<file path="config.mk">
export PLATFORM = sky130hd
export DESIGN_NAME = ysyx_25020037_axi_rd_arb
export DESIGN_NICKNAME = d
export VERILOG_FILES = /design/src/rtl/ysyx_25020037_axi_rd_arb_pkg.sv /design/src/rtl/ysyx_25020037_rr_pick2.sv /design/src/rtl/ysyx_25020037_axi_rd_arb.sv
export SDC_FILE = /design/constraint.sdc
export NUM_CORES = 1
export LEC_CHECK = 0
export ABC_AREA = 1
export BUFFER_PORTS_ARGS = -buffer_cell sky130_fd_sc_hd__buf_4
export CAP_MARGIN = 20
export CORE_AREA = 2 2 109 111
export DETAILED_ROUTE_END_ITERATION = 6
export DIE_AREA = 0 0 111 113
export PLACE_DENSITY_LB_ADDON = 0.08
export SETUP_SLACK_MARGIN = 0.05
export SLEW_MARGIN = 40
export SYNTH_ARGS = -nofsm -noshare
export SYNTH_HDL_FRONTEND = slang
export SYNTH_HIERARCHICAL = 1
export SYNTH_SLANG_ARGS = --single-unit
</file>
<file path="constraint.sdc">
create_clock -name clk -period 1.95 [get_ports clk]
set_clock_uncertainty 0.1 [all_clocks]
set_input_delay 0.195 -clock clk [delete_from_list [all_inputs] [get_ports clk]]
set_output_delay 0.195 -clock clk [all_outputs]
set_load 0.01 [all_outputs]
</file>
<file path="src/rtl/ysyx_25020037_axi_rd_arb_pkg.sv">
// rtl/ysyx_25020037_axi_rd_arb_pkg.sv - shared types and constants for the AXI read arbiter
// Purpose: FSM state encoding, AXI response codes and the latched AR-field bundle.
// Ports: none (package).
package ysyx_25020037_axi_rd_arb_pkg;

  typedef enum logic [1:0] {
    ST_IDLE = 2'd0,
    ST_ADDR = 2'd1,
    ST_DATA = 2'd2,
    ST_ERR  = 2'd3
  } state_e;

  localparam logic [1:0] RESP_OKAY   = 2'b00;
  localparam logic [1:0] RESP_SLVERR = 2'b10;

  // Field order of the latched AR bundle: addr, id, len, size, burst.
  typedef struct packed {
    logic [31:0] addr;
    logic [3:0]  id;
    logic [7:0]  len;
    logic [2:0]  size;
    logic [1:0]  burst;
  } ar_t;

  localparam int AR_W = 49;

endpackage

</file>
<file path="src/rtl/ysyx_25020037_rr_pick2.sv">
// rtl/ysyx_25020037_rr_pick2.sv - two-input round-robin chooser
// Purpose: pick one of two requesters, favouring the one not served last.
// Ports: req_i[1:0] requests, last_i last-served index,
//        winner_o chosen index, any_o at least one request.
module ysyx_25020037_rr_pick2 (
  input  logic [1:0] req_i,
  input  logic       last_i,
  output logic       winner_o,
  output logic       any_o
);

  always_comb begin
    any_o = |req_i;
    if (&req_i) winner_o = ~last_i;
    else        winner_o = req_i[1];
  end

endmodule

</file>
<file path="src/rtl/ysyx_25020037_axi_rd_arb.sv">
// rtl/ysyx_25020037_axi_rd_arb.sv - two-master AXI4 read-channel arbiter with watchdog
// Purpose: serialise IFU (m0) and LSU (m1) reads onto one slave read port,
//          registered AR, combinational R, hung-slave watchdog producing SLVERR.
// Ports: clk/rst (sync, active low); m0_*/m1_* master AR/R channels;
//        s_* slave AR/R channels; busy (not idle); grant (current/last master).
module ysyx_25020037_axi_rd_arb
  import ysyx_25020037_axi_rd_arb_pkg::*;
#(
  parameter int TIMEOUT    = 4096,
  parameter bit FIRST_PRIO = 1'b0
) (
  input  logic        clk,
  input  logic        rst,
  input  logic        m0_arvalid,
  output logic        m0_arready,
  input  logic [31:0] m0_araddr,
  input  logic [3:0]  m0_arid,
  input  logic [7:0]  m0_arlen,
  input  logic [2:0]  m0_arsize,
  input  logic [1:0]  m0_arburst,
  output logic        m0_rvalid,
  input  logic        m0_rready,
  output logic [1:0]  m0_rresp,
  output logic [31:0] m0_rdata,
  output logic        m0_rlast,
  output logic [3:0]  m0_rid,
  input  logic        m1_arvalid,
  output logic        m1_arready,
  input  logic [31:0] m1_araddr,
  input  logic [3:0]  m1_arid,
  input  logic [7:0]  m1_arlen,
  input  logic [2:0]  m1_arsize,
  input  logic [1:0]  m1_arburst,
  output logic        m1_rvalid,
  input  logic        m1_rready,
  output logic [1:0]  m1_rresp,
  output logic [31:0] m1_rdata,
  output logic        m1_rlast,
  output logic [3:0]  m1_rid,
  output logic        s_arvalid,
  input  logic        s_arready,
  output logic [31:0] s_araddr,
  output logic [3:0]  s_arid,
  output logic [7:0]  s_arlen,
  output logic [2:0]  s_arsize,
  output logic [1:0]  s_arburst,
  input  logic        s_rvalid,
  output logic        s_rready,
  input  logic [1:0]  s_rresp,
  input  logic [31:0] s_rdata,
  input  logic        s_rlast,
  input  logic [3:0]  s_rid,
  output logic        busy,
  output logic        grant
);

  localparam int WD_W = $clog2(TIMEOUT) + 1;
  // Firing one count early lets the counter land on TIMEOUT-1 as the state enters ERR.
  localparam logic [WD_W-1:0] WD_FIRE = WD_W'(TIMEOUT - 2);

  state_e            state_q, state_d;
  logic              grant_q, grant_d;
  logic              last_q, last_d;
  logic [AR_W-1:0]   ar_q, ar_d;
  logic [WD_W-1:0]   wd_q, wd_d;
  ar_t               ar_l;
  logic              win, any, g_rready;
  logic              ar_hs, s_ar_hs, beat, err_done, expire;

  ysyx_25020037_rr_pick2 u_pick (
    .req_i   ({m1_arvalid, m0_arvalid}),
    .last_i  (last_q),
    .winner_o(win),
    .any_o   (any)
  );

  assign ar_l     = ar_t'(ar_q);
  assign g_rready = grant_q ? m1_rready : m0_rready;
  assign ar_hs    = (state_q == ST_IDLE) && any;
  assign s_ar_hs  = (state_q == ST_ADDR) && s_arready;
  assign beat     = (state_q == ST_DATA) && s_rvalid && g_rready;
  assign err_done = (state_q == ST_ERR) && g_rready;
  // A beat or AR handshake in the expiry cycle counts as progress, so it wins.
  assign expire   = ((state_q == ST_ADDR) || (state_q == ST_DATA)) &&
                    !s_ar_hs && !beat && (wd_q == WD_FIRE);

  always_ff @(posedge clk) begin
    if (!rst) state_q <= ST_IDLE;
    else      state_q <= state_d;
  end

  always_comb begin
    state_d = state_q;
    case (state_q)
      ST_IDLE: if (any) state_d = ST_ADDR;
      ST_ADDR: begin
        if (s_ar_hs)     state_d = ST_DATA;
        else if (expire) state_d = ST_ERR;
      end
      ST_DATA: begin
        if (beat && s_rlast) state_d = ST_IDLE;
        else if (expire)     state_d = ST_ERR;
      end
      ST_ERR:  if (err_done) state_d = ST_IDLE;
      default: state_d = ST_IDLE;
    endcase
  end

  always_comb begin
    grant_d = grant_q;
    last_d  = last_q;
    ar_d    = ar_q;
    wd_d    = wd_q;
    if (ar_hs) begin
      grant_d = win;
      ar_d    = win ? {m1_araddr, m1_arid, m1_arlen, m1_arsize, m1_arburst}
                    : {m0_araddr, m0_arid, m0_arlen, m0_arsize, m0_arburst};
    end
    if (ar_hs || s_ar_hs || beat)                        wd_d = '0;
    else if ((state_q == ST_ADDR) || (state_q == ST_DATA)) wd_d = wd_q + 1'b1;
    if ((beat && s_rlast) || err_done) last_d = grant_q;
  end

  always_ff @(posedge clk) begin
    if (!rst) begin
      grant_q <= FIRST_PRIO;
      last_q  <= ~FIRST_PRIO;
      ar_q    <= '0;
      wd_q    <= '0;
    end else begin
      grant_q <= grant_d;
      last_q  <= last_d;
      ar_q    <= ar_d;
      wd_q    <= wd_d;
    end
  end

  always_comb begin
    m0_arready = ar_hs && !win;
    m1_arready = ar_hs && win;
    s_arvalid  = (state_q == ST_ADDR);
    s_araddr   = ar_l.addr;
    s_arid     = ar_l.id;
    s_arlen    = ar_l.len;
    s_arsize   = ar_l.size;
    s_arburst  = ar_l.burst;
    s_rready   = (state_q == ST_DATA) && g_rready;
    busy       = (state_q != ST_IDLE);
    grant      = grant_q;
    m0_rvalid = 1'b0; m0_rresp = RESP_OKAY; m0_rdata = '0; m0_rlast = 1'b0; m0_rid = '0;
    m1_rvalid = 1'b0; m1_rresp = RESP_OKAY; m1_rdata = '0; m1_rlast = 1'b0; m1_rid = '0;
    if (state_q == ST_DATA) begin
      if (grant_q) begin
        m1_rvalid = s_rvalid; m1_rresp = s_rresp; m1_rdata = s_rdata;
        m1_rlast  = s_rlast;  m1_rid   = s_rid;
      end else begin
        m0_rvalid = s_rvalid; m0_rresp = s_rresp; m0_rdata = s_rdata;
        m0_rlast  = s_rlast;  m0_rid   = s_rid;
      end
    end else if (state_q == ST_ERR) begin
      if (grant_q) begin
        m1_rvalid = 1'b1; m1_rresp = RESP_SLVERR; m1_rlast = 1'b1; m1_rid = ar_l.id;
      end else begin
        m0_rvalid = 1'b1; m0_rresp = RESP_SLVERR; m0_rlast = 1'b1; m0_rid = ar_l.id;
      end
    end
  end

endmodule

</file>
; Yosys cells after proc, flatten, opt, wreduce, memory -nomap -nowiden
; Index checks and enable logic that the tools add are counted.
; Widths: inputs -> output; s select.
[word_totals]
elab_cells = 80
register_bits = 66
output_inout_bits = 135
[classes]
bitwise_logic = 2
mux = 41
n_eq_ne = 6
n_addsub = 1
n_reduce_logical = 25
[op_table]
columns = cell, n
row1 = $mux 32, 4
row2 = $mux 49, 1
row3 = $mux 4, 8
row4 = $mux 2, 13
row5 = $mux 1, 14
row6 = $add 13x1->13 const B, 1
row7 = $eq 13x12->1 const B, 1
row8 = $logic_and 1x1->1, 12
row9 = $pmux 2 s4, 1
row10 = $eq 2x2->1 const B, 2
row11 = $logic_or 1x1->1, 4
row12 = $ne 2x2->1 const B, 2
row13 = $reduce_and 2->1, 2
row14 = $reduce_or 2->1, 2
row15 = $logic_not 1->1, 3
row16 = $eq 2x1->1 const B, 1
row17 = $logic_not 2->1, 1
row18 = $not 1->1, 2
row19 = $reduce_bool 2->1, 1

; Depth between registers and ports, before layout
[depth]
depth_word = 9
depth_mapped = 11
mapped_depth_nobuf = 11

; Cells and area by module
; Netlist, hierarchy kept.
[by_module_without_submodules]
columns = mod, cells_each, n_inst, seq_area_each_um2, area_per_inst_um2
row1 = ysyx_25020037_axi_rd_arb, 543, 1, 1321.3, 3475.8
row2 = ysyx_25020037_rr_pick2, 3, 1, 0.0, 15.0

; Worst setup path after synthesis
; No wires, ideal clock.
[synth_path]
path_type = flip-flop to output port
start = register state_q[0]
end = output m1_rdata[21]
path_slack_ns = 0.308
arrival_ns = 1.347
path_stages_with_launch = 7
cell_sequence = dfxtp_1 inv_1 ha_1 nand2_1 buf_2 buf_1 nor2_1
[synth_between]
elab_chain_cells = 2
[synth_rtl]
columns = element, line_no
row1 = start: declaration, ysyx_25020037_axi_rd_arb.sv:61  ; state_e state_q, state_d;
row2 = start signal: assignment, ysyx_25020037_axi_rd_arb.sv:89  ; else state_q <= state_d;
row3 = $eq 2x2->1, ysyx_25020037_axi_rd_arb.sv:152  ; if (state_q == ST_DATA) begin
row4 = $mux 32, ysyx_25020037_axi_rd_arb.sv:152
row5 = end: declaration, ysyx_25020037_axi_rd_arb.sv:37  ; output logic [31:0] m1_rdata,
; No other way between the ends.

; Worst setup path after layout
[layout_path]
start = register state_q[0]
end = output m0_rid[3]
[layout_between]
elab_chain_cells = 3
elab_cells_between_ends = 4
[layout_rtl]
columns = element, line_no
row1 = $eq 2x2->1, ysyx_25020037_axi_rd_arb.sv:160  ; end else if (state_q == ST_ERR) begin
row2 = $mux 4, ysyx_25020037_axi_rd_arb.sv:160
row3 = $mux 4 (*), ysyx_25020037_axi_rd_arb.sv:152
row4 = end: declaration, ysyx_25020037_axi_rd_arb.sv:26  ; output logic [3:0] m0_rid,
; Mark *: on every way between the ends. The rest lies on a longest branch, timed or not.

==> flow_summary.ini <==
[logic_synthesis]
ys.flop_type = dfxtp_1
syn_area_per_cell_um2 = 6.39
syn_area_um2 = 3490
async_reset_ff_frac = 0
yosysSeqAreaShare = 0.378
yosys-top-cells-area = dfxtp_1 (38%), nand2_1 (19%), a31oi_1 (8.8%), nor2_1 (8.7%), inv_1 (7.4%)
syn_nets = 698
ys_ff_latch = 66
synth-edff-count = 0
syn_inst = 546
synth_cell_types = 32
synth_top_area_frac = 0.378
yosys.area.top_type = dfxtp_1
ys_warn_count = 6

[worst_setup_path]
cp-start-kind = flip-flop
cp.arrival_ps = 1550
rr_endpoint = wd_q[10]
reg2reg_depth = 9
cp_max_fo = 19
r2r_slack_ps = 160
end_kind = output port
required_ps = 1650
r2r_start = state_q[1]
path_class = flip-flop to output port

[die]
core_area_um2 = 11300
die_height_um = 113
die_area_um2 = 12500
die_w_um = 111
initial_core_util = 0.310
io_pins = 280
row_count = 39

[global_route]
grt_max_degree = 52
grt_overflow = 0
antenna_found_initial = 0
grt.total_usage = 0.211
grt_pass1_wl_um = 21300
grt_pass1_vias = 4328

[clock_network]
clock_path_buffers = 2
cts-buffers-inserted = 9
clkTransAtPathRegs_ps = 60
clock_latency_ps = 330
htreeDepth = 3
cts_root_buf = clkbuf_16
cts_tree = done
clock_sinks = 66
cts_hold_buf = 0

[detailed_routing]
ant_nets = 0
vias_per_cell = 4.65
wire_per_inst_um = 14.2
routed_wl_um = 13800
dr_total_vias = 4502
drc = 0
first_pass_iters = 4
drt-initial-drc-count = 163

[hold_path]
hold_start = m1_araddr[10]
worstHoldPathType = primary input to flip-flop
hold_end = ar_l[27]
whs_path_depth = 3

[flow_run]
drv_cap = 0

[sta]
tightest_slew_ps = 387
finalSetupViolations = 0
setup_tns_ps = 0
finalHoldViolCount = 0
maxSlewHeadroom = 0.742
slew_viol_final = 0
worst_slack_ps = 106
fin_crit_ps = 1840
rsz0062_at_grt = true
period_share = 0.946
fmax_mhz = 542

[power]
comb_power_share = 0.228
pwr-share-seq = 0.361
p_clk_frac = 0.411
power_density_nw_per_um2 = 672
ir_drop_v = 0.000449
p_int_mw = 3.06
p_leak_nw = 3.16
switching_share = 0.272
power.switching_mw = 1.15

[place]
place_ws_ps = 61.8
gp_congestion = 0.863
dp.cells = 948
hpwl_um = 10300
numPortBuffers = 279

[run_status]
status = finished, final reports clean

[finish]
drive_gt1_frac = 0.407
syn_to_final_growth_pct = 79.4
finalNetCount = 973
antennaDiodeCount = 0
final_cells = 969
==> cell usage after synthesis, types with 2 or more instances <==
cell and n:
o21ai_0 11, o21ai_1 5, ha_1 7, nor2_2 2, nand3_1 4, a21oi_1 9, nor3_1 2, inv_2 2
buf_2 13, nor2_1 81, dfxtp_1 66, nor2_4 2, nand4_1 2, o22ai_1 9, nand2_1 179, inv_1 69
a21oi_2 2, xor2_1 3, a31oi_1 49, nand2_2 4, clkbuf_1 14
==> flip-flops by register name, indices dropped and copies added (netlist names) <==
signal / count
state_q: 2
ar_l: 49
wd_q: 13
grant: 1
last_q: 1
==> how the worst max path moves through the flow <==
| stage | start | endpoint | depth (start not counted) |
|---|---|---|---|
| after CTS | state_q[0] | m0_rid[3] | 6 |
| after detailed placement | state_q[0] | m0_rid[3] | 6 |
| after floorplan | state_q[0] | m1_rdata[21] | 6 |
| after global placement | state_q[0] | m0_rid[3] | 6 |
| final | state_q[0] | m0_rid[3] | 6 |
| after global routing | state_q[0] | m0_rid[3] | 6 |
==> power groups by stage <==
stage               logic, mW  clock network, mW  registers, mW
finish                  0.959               1.73           1.52
floorplan               0.353                  0           1.58
CTS                     0.956               1.76           1.52
global route             1.04               1.82           1.53
detailed placement      0.923                  0           1.54
global placement        0.911                  0           1.54
==> cell usage in the layout, fill, tap and decap left out, types with 4 or more instances in the layout <==
master / n
clkbuf_16: 10
o21ai_0: 11
a21oi_1: 9
dfxtp_1: 63
buf_4: 283
inv_1: 67
o21ai_1: 5
o22ai_1: 7
nor2_1: 81
nand2_1: 178
inv_2: 4
ha_1: 5
buf_12: 5
a31oi_1: 49
nand2_2: 4
==> what timing repair did <==
action                                  4_1_cts  5_1_grt
pin swaps                                     0        2
gates resized for setup                      15        5
gates cloned                                  2        1
buffers inserted                              0        2
endpoints found under the setup margin       82       47
==> metrics by stage <==
step / power, mW / utilization / hold slack, ps / area (um2)
2_1_floorplan: 1.93 / - / 221 / 3490
3_3_place_gp: 2.45 / 0.511 / 353 / 5760
3_5_place_dp: 2.47 / 0.511 / 363 / 5760
4_1_cts: 4.23 / 0.551 / 13.5 / 6210
5_1_grt: 4.40 / 0.556 / 23.3 / 6260
6_report: 4.21 / 0.556 / 26.2 / 6260
==> kinds of logic (layout without fill, tap and decap cells) <==
| logic type | count (synthesis) | after routing | share of synthesized area |
|---|---|---|---|
| compound gates | 87 | 87 | 0.149 |
| simple gates | 281 | 281 | 0.324 |
| flops | 66 | 66 | 0.378 |
| buf+inv | 101 | 381 | 0.114 |
| fa+ha+maj | 7 | 7 | 0.0251 |
| xor+xnor | 4 | 4 | 0.0100 |
==> metal layers <==
| layer | vias up | GRT usage | share of wire |
|---|---|---|---|
| met1 | 2017 | 0.232 | 0.40 |
| met4 | 0 | 0.0983 | 0.029 |
| met5 | - | 0 | 0 |
| met3 | 27 | 0.0509 | 0.072 |
| met2 | 190 | 0.384 | 0.50 |
| li1 | 2268 | - | - |
==> cell type report <==
cell class | count | area [um2]
Timing Repair Buffer | 292 | 2330
Sequential cell | 66 | 1330
Multi-Input combinational cell | 379 | 1840
Tap cell | 143 | 179
Clock inverter | 7 | 93.8
Inverter | 73 | 275
Fill cell | 1068 | 5010
Clock buffer | 9 | 225
==> worst max-delay path, stage by stage (launching register included) <==
cell	delay, ps
dfxtp_2	340
inv_2	90
ha_4	170
nand2_2	110
buf_12	180
o22ai_2	180
buf_4	150
Power figures use the tool's default switching activity.
